==> src/rtl/control_pkg.sv <==
// Shared types and encodings for the multicycle accumulator controller.
// Holds the FSM state enum, opcode numbers, datapath mux selects and the control bundle.
package control_pkg;

  typedef enum logic [3:0] {
    S_FETCH, S_DECODE, S_ALUI, S_STORE, S_MEMRD, S_ALUM, S_JAL,
    S_BRANCH, S_SPC2, S_LWA1, S_LWA2, S_ILLEGAL, S_HALT
  } state_e;

  localparam int OPC_ADDI = 0;
  localparam int OPC_SW   = 8;
  localparam int OPC_OR   = 11;
  localparam int OPC_JAL  = 13;
  localparam int OPC_BR   = 15;
  localparam int OPC_SPC  = 22;
  localparam int OPC_LWA  = 23;

  localparam logic [1:0] ALU_A_PC     = 2'b00;
  localparam logic [1:0] ALU_A_SP     = 2'b01;
  localparam logic [1:0] ALU_A_ACC    = 2'b10;
  localparam logic [1:0] ALU_B_IR     = 2'b00;
  localparam logic [1:0] ALU_B_IMM    = 2'b01;
  localparam logic [1:0] ALU_B_ONE    = 2'b10;
  localparam logic [1:0] ALU_B_MEM    = 2'b11;
  localparam logic [1:0] PC_SRC_ALUO  = 2'b00;
  localparam logic [1:0] PC_SRC_INC   = 2'b01;
  localparam logic [1:0] PC_SRC_BR    = 2'b10;
  localparam logic [1:0] ACC_SRC_ALU  = 2'b00;
  localparam logic [1:0] ACC_SRC_MEM  = 2'b10;
  localparam logic [1:0] MEM_ADDR_PC  = 2'b00;
  localparam logic [1:0] MEM_ADDR_ALU = 2'b01;
  localparam logic [1:0] MEM_ADDR_SP  = 2'b10;
  localparam logic [2:0] ALU_ADD      = 3'b000;
  localparam logic [2:0] ALU_OR       = 3'b010;

  typedef struct packed {
    logic       mem_req;
    logic       mem_out_write;
    logic       mem_write;
    logic       acc_write;
    logic       sp_write;
    logic       sign_ext;
    logic       pc_write;
    logic       ir_write;
    logic       sp_src;
    logic       branch_cycle;
    logic       mem_data;
    logic       out_write;
    logic [1:0] alu_src_a;
    logic [1:0] alu_src_b;
    logic [1:0] pc_src;
    logic [1:0] acc_src;
    logic [1:0] branch_cond;
    logic [1:0] mem_addr;
    logic [2:0] alu_op;
  } ctrl_t;

  function automatic logic is_mem_state(state_e s);
    return s inside {S_FETCH, S_STORE, S_MEMRD, S_JAL, S_LWA2};
  endfunction

endpackage

==> src/rtl/ctrl_wait_timer.sv <==
// Counts consecutive not-ready cycles in a memory state; flags the cycle that
// would be the MAX_WAIT-th wait so the FSM can abort to HALT instead.
module ctrl_wait_timer #(
  parameter int MAX_WAIT = 15
) (
  input  logic clk,
  input  logic reset,
  input  logic active,
  input  logic ready,
  output logic timeout
);

  localparam int CW = (MAX_WAIT > 1) ? $clog2(MAX_WAIT) : 1;
  localparam logic [CW-1:0] LIMIT = CW'((MAX_WAIT > 0) ? MAX_WAIT - 1 : 0);

  logic [CW-1:0] cnt;

  assign timeout = (MAX_WAIT > 0) && active && !ready && (cnt == LIMIT);

  // Every memory state exits on ready, so clearing on ready also clears on entry.
  always_ff @(posedge clk or negedge reset) begin
    if (!reset)                            cnt <= '0;
    else if (!active || ready || timeout)  cnt <= '0;
    else                                   cnt <= cnt + 1'b1;
  end

endmodule

==> src/rtl/control_mc.sv <==
// Multicycle accumulator control FSM with memory handshake, wait timeout,
// illegal-opcode trap, HALT and a retired-instruction counter.
module control_mc
  import control_pkg::*;
#(
  parameter int INSTR_W         = 8,
  parameter int OPC_W           = 5,
  parameter int MAX_WAIT        = 15,
  parameter int TRAP_ON_ILLEGAL = 0,
  parameter int CNT_W           = 16
) (
  input  logic               clk,
  input  logic               reset,
  input  logic [INSTR_W-1:0] opcode,
  input  logic               mem_ready,
  output logic               mem_req,
  output logic               MemOutWrite,
  output logic               MemWrite,
  output logic               ACCWrite,
  output logic               SPWrite,
  output logic               SignExt,
  output logic               PCWrite,
  output logic               IRWrite,
  output logic               SPSrc,
  output logic               BranchCycle,
  output logic               MemData,
  output logic               OutWrite,
  output logic [1:0]         ALUSrcA,
  output logic [1:0]         ALUSrcB,
  output logic [1:0]         PCSrc,
  output logic [1:0]         ACCSrc,
  output logic [1:0]         BranchCond,
  output logic [1:0]         MemAddr,
  output logic [2:0]         ALUOp,
  output logic               illegal,
  output logic               bus_error,
  output logic               halted,
  output logic [CNT_W-1:0]   instr_count
);

  localparam logic [OPC_W-1:0] OPC_HALT = '1;

  state_e           state;
  logic             ret_spc;
  logic             timeout;
  logic             unused_opcode;
  logic [OPC_W-1:0] opc;
  ctrl_t            c;

  assign opc           = opcode[OPC_W-1:0];
  assign unused_opcode = ^opcode;

  ctrl_wait_timer #(.MAX_WAIT(MAX_WAIT)) u_wait (
    .clk     (clk),
    .reset   (reset),
    .active  (is_mem_state(state)),
    .ready   (mem_ready),
    .timeout (timeout)
  );

  always_ff @(posedge clk or negedge reset) begin
    if (!reset) begin
      state       <= S_FETCH;
      ret_spc     <= 1'b0;
      illegal     <= 1'b0;
      bus_error   <= 1'b0;
      instr_count <= '0;
    end else if (timeout) begin
      state     <= S_HALT;
      bus_error <= 1'b1;
    end else begin
      case (state)
        S_FETCH: if (mem_ready) state <= S_DECODE;
        S_DECODE: begin
          ret_spc <= (opc == OPC_W'(OPC_SPC));
          case (opc)
            OPC_W'(OPC_ADDI):                  state <= S_ALUI;
            OPC_W'(OPC_SW):                    state <= S_STORE;
            OPC_W'(OPC_OR), OPC_W'(OPC_SPC):   state <= S_MEMRD;
            OPC_W'(OPC_JAL):                   state <= S_JAL;
            OPC_W'(OPC_BR):                    state <= S_BRANCH;
            OPC_W'(OPC_LWA):                   state <= S_LWA1;
            OPC_HALT:                          state <= S_HALT;
            default: begin
              state   <= S_ILLEGAL;
              illegal <= 1'b1;
            end
          endcase
        end
        S_ALUI, S_ALUM, S_BRANCH, S_SPC2: begin
          state       <= S_FETCH;
          instr_count <= instr_count + 1'b1;
        end
        S_STORE, S_JAL, S_LWA2: if (mem_ready) begin
          state       <= S_FETCH;
          instr_count <= instr_count + 1'b1;
        end
        S_MEMRD:   if (mem_ready) state <= ret_spc ? S_SPC2 : S_ALUM;
        S_LWA1:    state <= S_LWA2;
        S_ILLEGAL: state <= (TRAP_ON_ILLEGAL != 0) ? S_HALT : S_FETCH;
        S_HALT:    state <= S_HALT;
        default:   state <= S_FETCH;
      endcase
    end
  end

  always_comb begin
    c = '0;
    case (state)
      S_FETCH: begin
        c.mem_req   = 1'b1;
        c.mem_addr  = MEM_ADDR_PC;
        c.alu_src_a = ALU_A_PC;
        c.alu_src_b = ALU_B_ONE;
        c.alu_op    = ALU_ADD;
        c.pc_src    = PC_SRC_INC;
        c.ir_write  = mem_ready;
        c.pc_write  = mem_ready;
      end
      S_DECODE: begin
        c.alu_src_a = ALU_A_SP;
        c.alu_src_b = ALU_B_IMM;
        c.sign_ext  = 1'b1;
      end
      S_ALUI: begin
        c.acc_write = 1'b1;
        c.alu_src_a = ALU_A_ACC;
        c.alu_src_b = ALU_B_IR;
        c.sign_ext  = 1'b1;
        c.alu_op    = ALU_ADD;
        c.acc_src   = ACC_SRC_ALU;
      end
      S_STORE: begin
        c.mem_req   = 1'b1;
        c.mem_addr  = MEM_ADDR_ALU;
        c.mem_write = mem_ready;
      end
      S_MEMRD: begin
        c.mem_req       = 1'b1;
        c.mem_addr      = MEM_ADDR_ALU;
        c.mem_out_write = mem_ready;
      end
      S_ALUM: begin
        c.acc_write = 1'b1;
        c.alu_src_a = ALU_A_ACC;
        c.alu_src_b = ALU_B_MEM;
        c.acc_src   = ACC_SRC_ALU;
        c.alu_op    = ALU_OR;
      end
      S_JAL: begin
        c.mem_req   = 1'b1;
        c.mem_addr  = MEM_ADDR_SP;
        c.mem_data  = 1'b1;
        c.pc_src    = PC_SRC_ALUO;
        c.mem_write = mem_ready;
        c.pc_write  = mem_ready;
      end
      S_BRANCH: begin
        c.branch_cycle = 1'b1;
        c.pc_src       = PC_SRC_BR;
        c.branch_cond  = opcode[INSTR_W-1 -: 2];
      end
      S_SPC2: begin
        c.sp_write  = 1'b1;
        c.alu_src_a = ALU_A_SP;
        c.alu_src_b = ALU_B_MEM;
        c.alu_op    = ALU_ADD;
        c.sp_src    = 1'b1;
      end
      S_LWA1: begin
        c.alu_src_a = ALU_A_ACC;
        c.alu_src_b = ALU_B_IMM;
        c.sign_ext  = 1'b1;
      end
      S_LWA2: begin
        c.mem_req   = 1'b1;
        c.mem_addr  = MEM_ADDR_ALU;
        c.acc_src   = ACC_SRC_MEM;
        c.acc_write = mem_ready;
      end
      default: ;
    endcase
    // While held in reset the state reads FETCH; keep its selects but kill all side effects.
    if (!reset) begin
      c.mem_req       = 1'b0;
      c.mem_out_write = 1'b0;
      c.mem_write     = 1'b0;
      c.acc_write     = 1'b0;
      c.sp_write      = 1'b0;
      c.pc_write      = 1'b0;
      c.ir_write      = 1'b0;
      c.out_write     = 1'b0;
    end
  end

  assign mem_req     = c.mem_req;
  assign MemOutWrite = c.mem_out_write;
  assign MemWrite    = c.mem_write;
  assign ACCWrite    = c.acc_write;
  assign SPWrite     = c.sp_write;
  assign SignExt     = c.sign_ext;
  assign PCWrite     = c.pc_write;
  assign IRWrite     = c.ir_write;
  assign SPSrc       = c.sp_src;
  assign BranchCycle = c.branch_cycle;
  assign MemData     = c.mem_data;
  assign OutWrite    = c.out_write;
  assign ALUSrcA     = c.alu_src_a;
  assign ALUSrcB     = c.alu_src_b;
  assign PCSrc       = c.pc_src;
  assign ACCSrc      = c.acc_src;
  assign BranchCond  = c.branch_cond;
  assign MemAddr     = c.mem_addr;
  assign ALUOp       = c.alu_op;
  assign halted      = (state == S_HALT);

endmodule

==> config.mk <==
export PLATFORM = sky130hd
export DESIGN_NAME = control_mc
export DESIGN_NICKNAME = d
export VERILOG_FILES = /design/src/rtl/control_pkg.sv /design/src/rtl/ctrl_wait_timer.sv /design/src/rtl/control_mc.sv
export SDC_FILE = /design/constraint.sdc
export NUM_CORES = 1
export LEC_CHECK = 0
export BUFFER_PORTS_ARGS = -buffer_cell sky130_fd_sc_hd__buf_2
export CORE_UTILIZATION = 51
export CTS_BUF_LIST = sky130_fd_sc_hd__clkbuf_8
export CTS_CLUSTER_SIZE = 28
export DETAILED_ROUTE_END_ITERATION = 6
export PLACE_DENSITY_LB_ADDON = 0.3
export SLEW_MARGIN = 0
export SYNTH_ARGS = -nofsm -noshare
export SYNTH_HDL_FRONTEND = slang
export SYNTH_HIERARCHICAL = 1
export SYNTH_SLANG_ARGS = --single-unit
==> constraint.sdc <==
create_clock -name clk -period 2.6 [get_ports clk]
set_clock_uncertainty 0.1 [all_clocks]
set_input_delay 0.26 -clock clk [delete_from_list [all_inputs] [get_ports clk]]
set_output_delay 0.26 -clock clk [all_outputs]
set_load 0.05 [all_outputs]
# Word level (Yosys, flattened, before mapping)
# Cells that the tools add are included.
# W data, S select, Z words.
totals:
  input_bits: 11
  elab_cells: 85
  out_inout_bits: 46
  register_bits: 27
classes:
  reduce_logical: 24
  add_sub_neg: 2
  mux: 28
  eq_ne: 23
  n_bitwise: 2
ops:
  columns: ["operator", "n"]
  rows:
  - ["$pmux W4 S6", 2]
  - ["$pmux W16 S2", 1]
  - ["$pmux W4 S7", 1]
  - ["$mux W4", 6]
  - ["$eq A4 B4 Y1 const B", 5]
  - ["$eq A5 B4 Y1 const B", 4]
  - ["$add A16 B1 Y16 const B", 1]
  - ["$eq A4 B3 Y1 const B", 4]
  - ["$mux W16", 1]
  - ["$eq A5 B5 Y1 const B", 3]
  - ["$mux W1", 9]
  - ["$ne A3 B2 Y1 const B", 3]
  - ["$reduce_and A3 Y1", 3]
  - ["$reduce_or A3 Y1", 3]
  - ["$eq A4 B2 Y1 const B", 2]
  - ["$mux W2", 4]
  - ["$pmux W2 S2", 2]
  - ["$reduce_or A2 Y1", 4]
  - ["$reduce_or A8 Y1", 1]
  - ["$logic_not A5 Y1", 1]
  - ["$mux W5", 1]
  - ["$reduce_bool A5 Y1", 1]
  - ["$reduce_or A5 Y1", 1]
  - ["$add A4 B1 Y4 const B", 1]
  - ["other kinds (11)", 15]

# Longest topological paths before layout
logic_depth:
  depth_word: 6
  depth_mapped: 10
  depth_no_buf: 8

# Cells and area by module
# Netlist, hierarchy kept.
modules_own_cells:
  columns: ["mod", "cells_each", "seq_area_each_um2", "area_per_inst_um2", "n_inst"]
  rows:
  - ["control_mc", 201, 575.6, 1707.9, 1]
  - ["ctrl_wait_timer", 17, 100.1, 186.4, 1]

# Worst setup path before layout
# No wires, ideal clock.
synth_timing:
  kind: "flip-flop to output port"
  from: "register state[2]"
  to: "output port PCWrite"
  path_stages_with_launch: 5
  path_slack_ns: -0.235
  arrival_ns: 2.475
  required_ns: 2.240
  n_path_buf: 2
  cell_sequence: "dfrtp_1 clkbuf_1 clkbuf_1 xor2_1 nor4_1"
synth_between:
  elab_chain_cells: 4
  elab_cells_between_ends: 5
  cone_classes: "1 x eq/ne; 2 x mux; 2 x reduce/logical"
synth_lines:
  columns: ["element", "line_no", "source"]
  rows:
  - ["start: declaration", "control_mc.sv:43", "state_e state;"]
  - ["start signal: assignment", "control_mc.sv:98", "S_MEMRD: if (mem_ready) state <= ret_spc ? S_SPC2 : S_ALUM;"]
  - ["start signal: assignment", "control_mc.sv:100", "S_ILLEGAL: state <= (TRAP_ON_ILLEGAL != 0) ? S_HALT : S_FETCH;"]
  - ["$eq A4 B3 Y1 / $logic_not A4 Y1 (equally long branches)", "control_mc.sv:109", "case (state)"]
  - ["$reduce_or A2 Y1 (no line) *", null, null]
  - ["$mux W1 *", "control_mc.sv:109", null]
  - ["$mux W2 *", "control_mc.sv:184", "if (!reset) begin"]
  - ["end: declaration", "control_mc.sv:22", "output logic PCWrite,"]
# Mark *: on every way between the ends. The rest lies on a longest branch, timed or not.

# Final worst setup path
layout_timing:
  from: "register state[0]"
  to: "register instr_count[14]"
layout_between:
  elab_chain_cells: 6
  elab_cells_between_ends: 19
  cone_classes: "9 x eq/ne; 1 x mux; 1 x bitwise; 8 x reduce/logical"
layout_lines:
  columns: ["element", "line_no", "source"]
  rows:
  - ["$eq A4 B2 Y1 (tied with other cells)", "control_pkg.sv:59", "return s inside {S_FETCH, S_STORE, S_MEMRD, S_JAL, S_LWA2};"]
  - ["$reduce_bool A5 Y1 *", "control_pkg.sv:59", null]
  - ["$logic_and A1 B1 Y1 * (2 in a row)", "ctrl_wait_timer.sv:18", "assign timeout = (MAX_WAIT > 0) && active && !ready && (cnt == LIMIT);"]
  - ["net timeout", "control_mc.sv:45", "logic timeout;"]
  - ["$not A1 Y1 (no line) *", null, null]
  - ["$reduce_and A3 Y1 (no line) *", null, null]
  - ["end signal: assignment", "control_mc.sv:92", "instr_count <= instr_count + 1'b1;"]
  - ["end signal: assignment", "control_mc.sv:96", "instr_count <= instr_count + 1'b1;"]
  - ["end: declaration", "control_mc.sv:38", "output logic [CNT_W-1:0] instr_count"]
# Mark *: on every way through the listed nets, which the timed path passes. The rest lies on a longest branch.
# A chain may end at the register's enable or synchronous reset.

==> out/results.md <==
* time the final worst path needs with I/O delays and setup: 2.39 ns
* commonest cells after routing, fill and taps aside: buf_2 (51), dfrtp_1 (27), nor2_1 (21), nand2_1 (16), nand3_1 (14)
* post-route DRC violation count: 0
* number of global-route vias before repair: 1555
* overall routing resource usage: 0.221
* cell types occupying the most area after synthesis: dfrtp_1 (36%), nor2_1 (4.2%), xnor2_1 (4.2%)
* final cell area excluding filler cells: 2260 µm²
* setup TNS after final layout: 0 ns
* Max-Cap Viols: 0
* instance count along the most critical hold path: 3
* EDFF count, synth: 0
* critical path data arrival time: 2.49 ns
* die area: 3960 µm²
* number of register bits inferred by synthesis: 27
* endpoint class of the critical path: flop
* number of sinks driven by the clock tree: 27
* clock latency on the worst-skew pair: 0.27 ns
* final setup violating endpoints: 0
* maximum VDD drop: 0.751 mV
* wirelength, routed: 4250 µm
* Synth area leader: dfrtp_1
* Buf/Inv on CP: 1
* 1st-iter DRT viols: 54
* area share of the leading cell type in the synthesized netlist: 0.357
* critical path required time: 2.70 ns
* slowest stage cell on the critical path: nor3b_4
* FF-to-FF path depth: 8
* HPWL reported at the end of detailed placement: 3140 µm
* final weighted congestion in routability-driven placement: 0.831
* CP peak stage delay: 0.63 ns
* dominant synthesized flop cell: dfrtp_1
* postcts setup bufs: 0
* CP Max Fanout: 17
* final worst-path cycle share: 0.919
* count of cell types in the netlist: 52
* Hold Fails Final Rpt: 0
* syn avg cell area: 8.69 µm²
* final-report max-slew violation count: 0
* measured slew at the worst slew-check pin: 0.726 ns
* count of pins on the block boundary: 57
* antenna violations before repair: 0
* Crit. path cell count: 8
* proportion of synthesized chip area in sequential cells: 0.357
* leakage power summed over all cells: 1.07 nW
* number of buffers inserted by port buffering: 51
* Total Power: 2.44 mW
* clock tree root driver cell: clkbuf_8
* Startpoint Class: flop
* crit path cell chain: nand4bb_1 -> inv_1 -> a31o_2 -> nor3b_4 -> nand2b_1 -> nor2_1 -> nand4_1 -> xnor2_1
* status: completed
* worst slew margin relative to its limit: 0.516
* worst hold path type: primary input to flop
* cell count after synthesis: 218
* Max Clk Rate: 0.419 GHz
* count of standard-cell rows: 21
* RSZ-0062 raised after global routing: no
* number of diodes: 0
* number of synthesis warnings: 6
* CTS tree: built
* final non-filler cell total: 311
* Clock transition at path regs: 0.10 ns
* overall overflow remaining after global route: 0
* ratio of cells with drive above 1 in the final layout: 0.302
* maximum number of pins on one net before global-route repair: 21
* Routed Antenna Nets: 0
* core outline area: 3440 µm²
* first-pass GRT wire length: 7140 µm
* Area growth, synth to finish: 19.5%
* Die Ht: 62.9 µm
* Horiz. Die Dim: 62.9 µm
* utilization of the core after routing: 0.658
* NumNets Final: 280
* FFs w/ async S/R, synth: 1.00
* Placed Instance Area: 2200 µm²
* areal power density over the cells: 1080 nW/µm²
* Reg2Reg Launch Point: state[0]
* netlist area before placement: 1890 µm²
* total CTS buffers: 3
* beginning of the critical path: state[0]
* drt wl/cell: 13.7 µm
* instance count after placement with tap cells included: 306
* number of levels in the clock H-tree: 1
* worst hold path startpoint: opcode[4]
* largest buffer count on any clock path: 2
* crit-path leading delay family: simple AND/OR/NAND/NOR gates
* via count: 1763
* router iterations before antenna repair: 5
* initial standard-cell utilization of the core: 0.550
* via density per instance: 5.67
* commonest non-fill, non-tap cell in the layout: buf_2
* category of the most critical setup path: flop to flop
* number of fillers in the final layout: 294
synthesized netlist by cell type (2+ instances only):
cell type   n
dfrtp_1    27
and2_1      4
clkbuf_1   13
nor2b_1     2
mux2_2      2
a31o_2      2
nor3b_1     2
o31ai_1     2
nor2_1     21
nand2_1    16
ha_1        3
nand3b_1    4
a22oi_1     2
nand2b_1    7
nor4_1      4
a31oi_1     3
inv_1       9
and3b_1     2
xnor2_1     9
nand4_1     7
nand3_1    14
nor4_2      2
nor3_1     10
a21o_1      2
o21ai_0     5
a21oi_1     4
buf_4       5
nand4b_1    3
xor2_1      9
logic make-up (layout without fill, tap and decap cells):
group	after synthesis	count (layout)	share of synthesized area
flip-flops	27	27	0.357
buffers and inverters	29	73	0.0720
AO/OA/AOI/OAI	33	33	0.136
multiplexers	2	2	0.0119
other	1	4	0.00198
adder cells (fa/ha/maj)	4	4	0.0251
XOR/XNOR	18	18	0.0832
AND/OR/NAND/NOR	104	104	0.313
where the power goes:
part           switching [mW]  internal, mW
logic                    1.10         0.453
clock network           0.138         0.109
registers               0.125         0.512
worst reg2reg max path: stages, from the launching register on:
cell       delay (ns)
dfrtp_1          0.46
nand4bb_1        0.30
inv_1            0.12
a31o_2           0.13
nor3b_4          0.63
nand2b_1         0.21
nor2_1           0.10
nand4_1          0.14
xnor2_1          0.13
repair_timing:
item                                   4_1_cts  5_1_grt
hold buffers                                 1        0
setup endpoints to repair                    0       13
resized for setup                            0        1
endpoints found under the hold margin       15        0
registers in the layout, indices dropped and copies added, names as in the netlist:
signal	count
u_wait/cnt	4
bus_error	1
illegal	1
ret_spc	1
instr_count	16
state	4
layer usage:
metal / global-route usage / share of wire / vias up / wire [µm]
li1: - / - / 862 / -
met1: 0.299 / 0.45 / 851 / 1900
met2: 0.371 / 0.51 / 50 / 2170
met3: 0.0255 / 0.042 / 0 / 178
met4: 0.0552 / 0 / 0 / 0
met5: 0 / 0 / - / 0
area by class of cell:
class / count / area [µm²] / area share
clock inverter: 1 / 7.51 / 0.00332
inverter: 9 / 33.8 / 0.0149
clock buffer: 3 / 41.3 / 0.0182
sequential: 27 / 676 / 0.299
multi-input combinational: 165 / 1120 / 0.496
timing repair buffer: 60 / 325 / 0.144
tap: 46 / 57.6 / 0.0254
through the flow:
step                worst slack [ns]  hold slack (ns)
floorplan                     0.0262           -0.136
global placement               0.117            0.105
detailed placement            0.0420            0.106
CTS                          0.00983            0.286
global route                  0.0873            0.299
finish                         0.211            0.283
path summary, 6_finish.rpt:
path | end | slack (ns)
min in group asynchronous | instr_count[7] | 0.33
setup reg to reg | instr_count[14] | 0.21
setup / recovery | instr_count[14] | 0.21
hold reg to reg | bus_error | 0.37
hold / removal | illegal | 0.28
max in group asynchronous | state[1] | 1.54
Power figures use the tool's default switching activity.
